File: src/rtl/pipe_hazard_unit.sv
// Hazard and forwarding controller: tracks in-flight destinations, picks forwarding sources,
// stalls on load-use, squashes younger slots after a redirect and counts stalls/flushes.
module pipe_hazard_unit #(
  parameter int REG_AW      = 4,
  parameter int FWD_STAGES  = 3,
  parameter int LOAD_LAT    = 1,
  parameter int FLUSH_DEPTH = 2,
  parameter int CNT_W       = 16,
  parameter int SEL_W       = $clog2(FWD_STAGES + 1)
) (
  input  logic              i_clk,
  input  logic              i_rst_n,
  input  logic              i_id_valid,
  input  logic [REG_AW-1:0] i_id_rs_addr,
  input  logic              i_id_rs_used,
  input  logic [REG_AW-1:0] i_id_rt_addr,
  input  logic              i_id_rt_used,
  input  logic              i_id_wr_en,
  input  logic [REG_AW-1:0] i_id_wr_addr,
  input  logic              i_id_is_load,
  input  logic              i_redirect,
  input  logic              i_perf_clr,
  output logic              o_stall,
  output logic              o_id_kill,
  output logic [SEL_W-1:0]  o_fwd_rs_sel,
  output logic [SEL_W-1:0]  o_fwd_rt_sel,
  output logic [CNT_W-1:0]  o_perf_stall_cnt,
  output logic [CNT_W-1:0]  o_perf_flush_cnt
);

  localparam int FL_W = (FLUSH_DEPTH > 1) ? $clog2(FLUSH_DEPTH) : 1;

  logic [FWD_STAGES:1] r_vld;
  logic [FWD_STAGES:1] r_load;
  logic [REG_AW-1:0]   r_addr [1:FWD_STAGES];
  logic [FL_W-1:0]     r_flush_cnt;
  logic [CNT_W-1:0]    r_stall_cnt;
  logic [CNT_W-1:0]    r_flush_evt_cnt;

  logic [FWD_STAGES:1] w_rs_hit;
  logic [FWD_STAGES:1] w_rt_hit;
  logic [SEL_W-1:0]    w_rs_sel;
  logic [SEL_W-1:0]    w_rt_sel;
  logic                w_rs_haz;
  logic                w_rt_haz;
  logic                w_kill;
  logic                w_stall;
  logic                w_issue;

  genvar gi;
  generate
    for (gi = 1; gi <= FWD_STAGES; gi++) begin : g_match
      assign w_rs_hit[gi] = i_id_rs_used & r_vld[gi] & (r_addr[gi] == i_id_rs_addr);
      assign w_rt_hit[gi] = i_id_rt_used & r_vld[gi] & (r_addr[gi] == i_id_rt_addr);
    end
  endgenerate

  // Scan oldest to youngest so the youngest matching stage is the last one written.
  always_comb begin
    w_rs_sel = '0;
    w_rt_sel = '0;
    w_rs_haz = 1'b0;
    w_rt_haz = 1'b0;
    for (int k = FWD_STAGES; k >= 1; k--) begin
      if (w_rs_hit[k]) begin
        w_rs_sel = SEL_W'(k);
        w_rs_haz = r_load[k] && (k <= LOAD_LAT);
      end
      if (w_rt_hit[k]) begin
        w_rt_sel = SEL_W'(k);
        w_rt_haz = r_load[k] && (k <= LOAD_LAT);
      end
    end
  end

  assign w_kill  = i_redirect | (r_flush_cnt != '0);
  assign w_stall = i_id_valid & ~w_kill & (w_rs_haz | w_rt_haz);
  assign w_issue = i_id_valid & i_id_wr_en & ~w_stall & ~w_kill;

  always_ff @(posedge i_clk or negedge i_rst_n) begin
    if (!i_rst_n) begin
      r_vld  <= '0;
      r_load <= '0;
      for (int k = 1; k <= FWD_STAGES; k++) r_addr[k] <= '0;
    end else begin
      r_vld[1]  <= w_issue;
      r_load[1] <= w_issue & i_id_is_load;
      r_addr[1] <= i_id_wr_addr;
      for (int k = 2; k <= FWD_STAGES; k++) begin
        r_vld[k]  <= r_vld[k-1];
        r_load[k] <= r_load[k-1];
        r_addr[k] <= r_addr[k-1];
      end
    end
  end

  // A redirect restarts the window rather than extending it.
  always_ff @(posedge i_clk or negedge i_rst_n) begin
    if (!i_rst_n) begin
      r_flush_cnt <= '0;
    end else if (i_redirect) begin
      r_flush_cnt <= FL_W'(FLUSH_DEPTH - 1);
    end else if (r_flush_cnt != '0) begin
      r_flush_cnt <= r_flush_cnt - FL_W'(1);
    end
  end

  always_ff @(posedge i_clk or negedge i_rst_n) begin
    if (!i_rst_n) begin
      r_stall_cnt     <= '0;
      r_flush_evt_cnt <= '0;
    end else if (i_perf_clr) begin
      r_stall_cnt     <= '0;
      r_flush_evt_cnt <= '0;
    end else begin
      if (w_stall && (r_stall_cnt != '1))
        r_stall_cnt <= r_stall_cnt + CNT_W'(1);
      if (i_redirect && (r_flush_evt_cnt != '1))
        r_flush_evt_cnt <= r_flush_evt_cnt + CNT_W'(1);
    end
  end

  assign o_stall          = w_stall;
  assign o_id_kill        = w_kill;
  assign o_fwd_rs_sel     = i_id_valid ? w_rs_sel : '0;
  assign o_fwd_rt_sel     = i_id_valid ? w_rt_sel : '0;
  assign o_perf_stall_cnt = r_stall_cnt;
  assign o_perf_flush_cnt = r_flush_evt_cnt;

endmodule
File: config.mk
export PLATFORM = sky130hd
export DESIGN_NAME = pipe_hazard_unit
export DESIGN_NICKNAME = d
export VERILOG_FILES = /design/src/rtl/pipe_hazard_unit.sv
export SDC_FILE = /design/constraint.sdc
export NUM_CORES = 1
export LEC_CHECK = 0
export ABC_AREA = 0
export CELL_PAD_IN_SITES_DETAIL_PLACEMENT = 1
export CELL_PAD_IN_SITES_GLOBAL_PLACEMENT = 2
export CORE_MARGIN = 3
export CORE_UTILIZATION = 33
export CTS_CLUSTER_DIAMETER = 100
export DETAILED_ROUTE_END_ITERATION = 6
export GPL_TIMING_DRIVEN = 0
export HOLD_SLACK_MARGIN = 0.15
export PLACE_DENSITY = 0.94
export SYNTH_ARGS = -nofsm -noshare
export SYNTH_HDL_FRONTEND = slang
export SYNTH_SLANG_ARGS = --single-unit
File: constraint.sdc
create_clock -name i_clk -period 3.7 [get_ports i_clk]
set_clock_uncertainty 0.15 [all_clocks]
set_input_delay 0.74 -clock i_clk [delete_from_list [all_inputs] [get_ports i_clk]]
set_output_delay 0.74 -clock i_clk [all_outputs]
set_load 0.1 [all_outputs]
After elaboration in Yosys (flattened, before gate mapping)
Index checks and enable logic that the tools add are counted.
{"block": "word_totals", "output_inout_bits": 38, "ff_bits": 49, "inputBits": 21}
{"block": "op_classes", "n_bitwise": 22, "n_eq_ne": 8, "muxes": 16, "n_reduce_logical": 4, "add_sub_neg": 3}
{"operator": "$mux 16", "count": 4}
{"operator": "$add 16x1->16 const B", "count": 2}
{"operator": "$ne 16x16->1 const B", "count": 2}
{"operator": "$eq 4x4->1", "count": 6}
{"operator": "$and 1x1->1", "count": 18}
{"operator": "$mux 2", "count": 8}
{"operator": "$mux 1", "count": 4}
{"operator": "$reduce_bool 2->1", "count": 2}
{"operator": "$logic_and 1x1->1", "count": 2}
{"operator": "$not 1->1", "count": 2}
{"operator": "$or 1x1->1", "count": 2}
{"operator": "$sub 1x1->1 const B", "count": 1}

Depth between registers and ports, before layout
{"block": "logic_depth", "ltp_word": 9, "depth_mapped": 8}

Least setup slack after synthesis
Ideal clock, no wire load.
{"block": "synth_timing", "path_type": "input-to-output", "from": "input i_id_rt_addr[1]", "to": "output o_fwd_rt_sel[0]", "cell_stages": 5, "n_path_buf": 0, "setup_slack_ps": -733, "t_required_ps": 2810, "arrival_time_ps": 3543, "path_cell_list": "inv_1 -> a222oi_1 -> nand4_1 -> nand2b_1 -> a21boi_0"}
{"block": "synth_via", "elab_chain_len": 6, "word_cells_on_any_way": 10}
{"item": "from (decl)", "line": "16", "source": "input logic [REG_AW-1:0] i_id_rt_addr,"}
{"item": "$eq 4x4->1", "line": "54", "source": "assign w_rt_hit[gi] = i_id_rt_used & r_vld[gi] & (r_addr[gi] == i_id_rt_addr);"}
{"item": "$and 1x1->1", "line": "54"}
{"item": "$mux 2 (2 in a row)", "line": "69", "source": "if (w_rt_hit[k]) begin"}
{"item": "$mux 2 (*)", "line": "69"}
{"item": "$mux 2 (*)", "line": "126", "source": "assign o_fwd_rt_sel = i_id_valid ? w_rt_sel : '0;"}
{"item": "to (decl)", "line": "26", "source": "output logic [SEL_W-1:0] o_fwd_rt_sel,"}
Mark *: on every way between the ends. The rest lies on a longest branch, timed or not.

Worst setup path after layout
{"block": "layout_timing", "from": "input i_redirect", "to": "output o_id_kill"}
{"block": "layout_via", "elab_chain_len": 1}
{"item": "from (decl)", "line": "21", "source": "input logic i_redirect,"}
{"item": "$or 1x1->1", "line": "76", "source": "assign w_kill = i_redirect | (r_flush_cnt != '0);"}
{"item": "to (decl)", "line": "24", "source": "output logic o_id_kill,"}
No other way between the ends.

==> impl_metrics.ini <==
[outcome]
status = finished, final reports clean

[sta]
grt_setup_unrepaired = false
fin_ws_ps = 102
setup_violations = 0
slew_headroom_pct = 34.4
timing_hold_violations_final = 0
timing.final.max_slew_violations = 0
fmaxAchievable_mhz = 278
tightestPinTransition_ps = 980
finalWorstPathRequiredPeriod_ps = 3600
final.period_utilization_pct = 97.3

[setup_path]
cp_num_buf_inv = 3
ff_to_ff_setup_slack_ps = 1320
arrival_ps = 2710
r2r_end = o_perf_stall_cnt[5]
crit_path_max_incr_delay_ps = 1140
worstReg2RegStart = o_perf_stall_cnt[0]
crit_chain = clkdlybuf4s50_1 -> nor2_1 -> inv_1 -> clkdlybuf4s50_1
timing.critical_path.mode_cell = clkdlybuf4s50_1
crit_path_start = i_redirect
critical_path_required_ps = 2810
ff2ff_path_depth = 8
timing.critical_path.slowest_stage_cell = clkdlybuf4s50_1
worstSetupStartpointType = primary input
criticalPathCategory = primary input to output pin
worst_setup_path_end_kind = output pin
worst_path_dominant_cell_family = buffers and inverters
cp_max_fo = 7

[global_route]
initial_antenna_violation_count = 0
grt_overflow = 0
first_global_vias = 2586
largest_net_degree_at_the_start_of_global_routing = 30
global_route_wire_length_before_repair_um = 13000
grt_use_total_pct = 18.2

[die]
starting_utilization_of_the_core_area_pct = 34.4
chipHeight_um = 96.2
floorplan.rows = 32
fp.coreArea_um2 = 7810
design.die.area_um2 = 9250
chipWidth_um = 96.2
floorplan.io_pins = 59

[placed_design]
pre_cts_ws_ps = -755
numPortBuffers = 58
place_hpwl_um = 5940
weighted_congestion_reported_at_the_end_of_routability_driven_placement = 0.857
postPlaceCellArea_um2 = 3410

[job]
drv.max_cap_violation_count = 0

[routing]
routed-via-count = 2465
drc_errors = 0
finalWirelength_um = 7830
mean_number_of_vias_per_cell = 5.54
first_pass_iters = 4
initialDrtViolationCount = 163
ant_nets = 0
wl_per_cell_um = 17.6

[layout]
final_nets = 365
drive_above_1_share_pct = 8.45
finished_core_util_pct = 45.1
insertedDiodeCount = 0
finalInstanceArea_um2 = 3520
layout-area-overhead-vs-synth_pct = 31.2

[logic_synthesis]
yosysTopAreaCell = dfrtp_1
mappedNetlistArea_um2 = 2680
synth-seq-cells = 49
synth_top_cell_area_share_pct = 45.7
synth_cell_types = 45
synth_edf_count = 0
ys_top_cells_by_area = dfrtp_1, xnor2_1, nand4_1, a21oi_1, xor2_1
syn-instance-count = 276
yosys-top-cells-count = dfrtp_1, nor2_1, a21oi_1
warnings_synthesis = 0
synth-seq-area-share_pct = 45.7
ys_async_sr_fraction_pct = 100
syn_nets = 299
synthFlopType = dfrtp_1
synthMostInstantiatedCell = dfrtp_1
post_synth.cell_area_avg_um2 = 9.72

[pwr]
total_switching_power_mw = 0.272
combPwrFrac_pct = 11.3
worst_ir_drop_vdd_mv = 0.176
power_leakage_nw = 1.42
pwr_cell_area_nw_per_um2 = 303
p_clk_share_pct = 36.6
power.share.sequential_pct = 52.2
cell_internal_pwr_mw = 0.794
switching_share_pct = 25.5

[clocking]
cts_post_setup_buffers_inserted = 0
tritoncts_clock_tree = done
cts.sinks = 49
cts_max_path_buffers = 2
worst_skew_pair.late_latency_ps = 300
cts_root_buf = clkbuf_8
clock_tree.htree_level_count = 2
cts.reportedPaths.clkPinSlew_ps = 90
cts_made_buffers = 5

[min_path]
min-delay-path-class = primary input to async pin
-- registers in the layout (all words and copies together) (netlist names) --
signal / cells
r_load: 1
r_vld: 3
o_perf_stall_cnt: 16
r_flush_cnt: 1
r_addr: 12
o_perf_flush_cnt: 16
-- layout make-up --
type                            instances  area, um^2
Fill cell                             899        4290
Multi-Input combinational cell        199        1320
Sequential cell                        49        1230
Timing Repair Buffer                   59         592
Tap cell                              102         128
Buffer                                 12        78.8
Clock buffer                            5        68.8
Inverter                               16        60.1
Clock inverter                          3        46.3
-- logic make-up after synthesis --
group,synth area share [%]
DFF,45.7
xor gates and xnor gates,8.16
muxes,0.373
buffers and inverters,5.17
AOI/OAI and AO/OA,16.6
adders and majority gates,0.932
and+or+nand+nor,23.1
-- per-stage QoR --
step	hold WS [ps]	std cells	setup TNS, ps	power (mW)
global route	271	445	0	1.13
detailed placement	243	437	-2480	0.688
CTS	261	445	0	1.08
finish	254	445	0	1.07
floorplan	224	276	0	0.625
global placement	236	436	-2530	0.683
-- metal layers --
metal  vias up  global-route usage, %  share of wire (%)
met5         -                      0                  0
met4         0                   7.58                2.1
met3        12                   3.21                3.5
met2        52                   30.1                 49
met1      1235                   23.2                 45
li1       1166                      -                  -
-- placed cells by master (no fill, tap or decap), drive strengths merged, types with 5 or more instances in the layout --
| master | n |
|---|---|
| or4 | 8 |
| buf | 9 |
| nand4 | 17 |
| o41ai | 5 |
| clkbuf | 11 |
| and4 | 6 |
| a21oi | 18 |
| nor2 | 20 |
| xor2 | 10 |
| and3 | 9 |
| dfrtp | 49 |
| clkdlybuf4s50 | 52 |
| o31ai | 8 |
| nand3 | 15 |
| xnor2 | 15 |
| o21ai | 5 |
| inv | 16 |
| nand2 | 14 |
-- worst max-delay path by stage --
| stage | end | cells after the start |
|---|---|---|
| 3_5_place_dp | o_stall | 8 |
| 5_1_grt | o_stall | 8 |
| 3_3_place_gp | o_stall | 8 |
| 2_1_floorplan | o_fwd_rt_sel[0] | 5 |
| 4_1_cts | o_fwd_rt_sel[0] | 7 |
| 6_report | o_id_kill | 4 |
-- power by group through the flow --
stage / Clock [mW] / Combinational, mW / Sequential [mW]
floorplan: 0 / 0.0444 / 0.581
detailed placement: 0 / 0.121 / 0.567
global route: 0.437 / 0.131 / 0.558
global placement: 0 / 0.117 / 0.566
finish: 0.390 / 0.120 / 0.556
CTS: 0.406 / 0.122 / 0.556
-- repair_timing --
item                       4_1_cts  5_1_grt
setup endpoints to repair        5        3
hold buffers                     0        0
resized for setup               18        6
(Power assumes the default switching activity.)
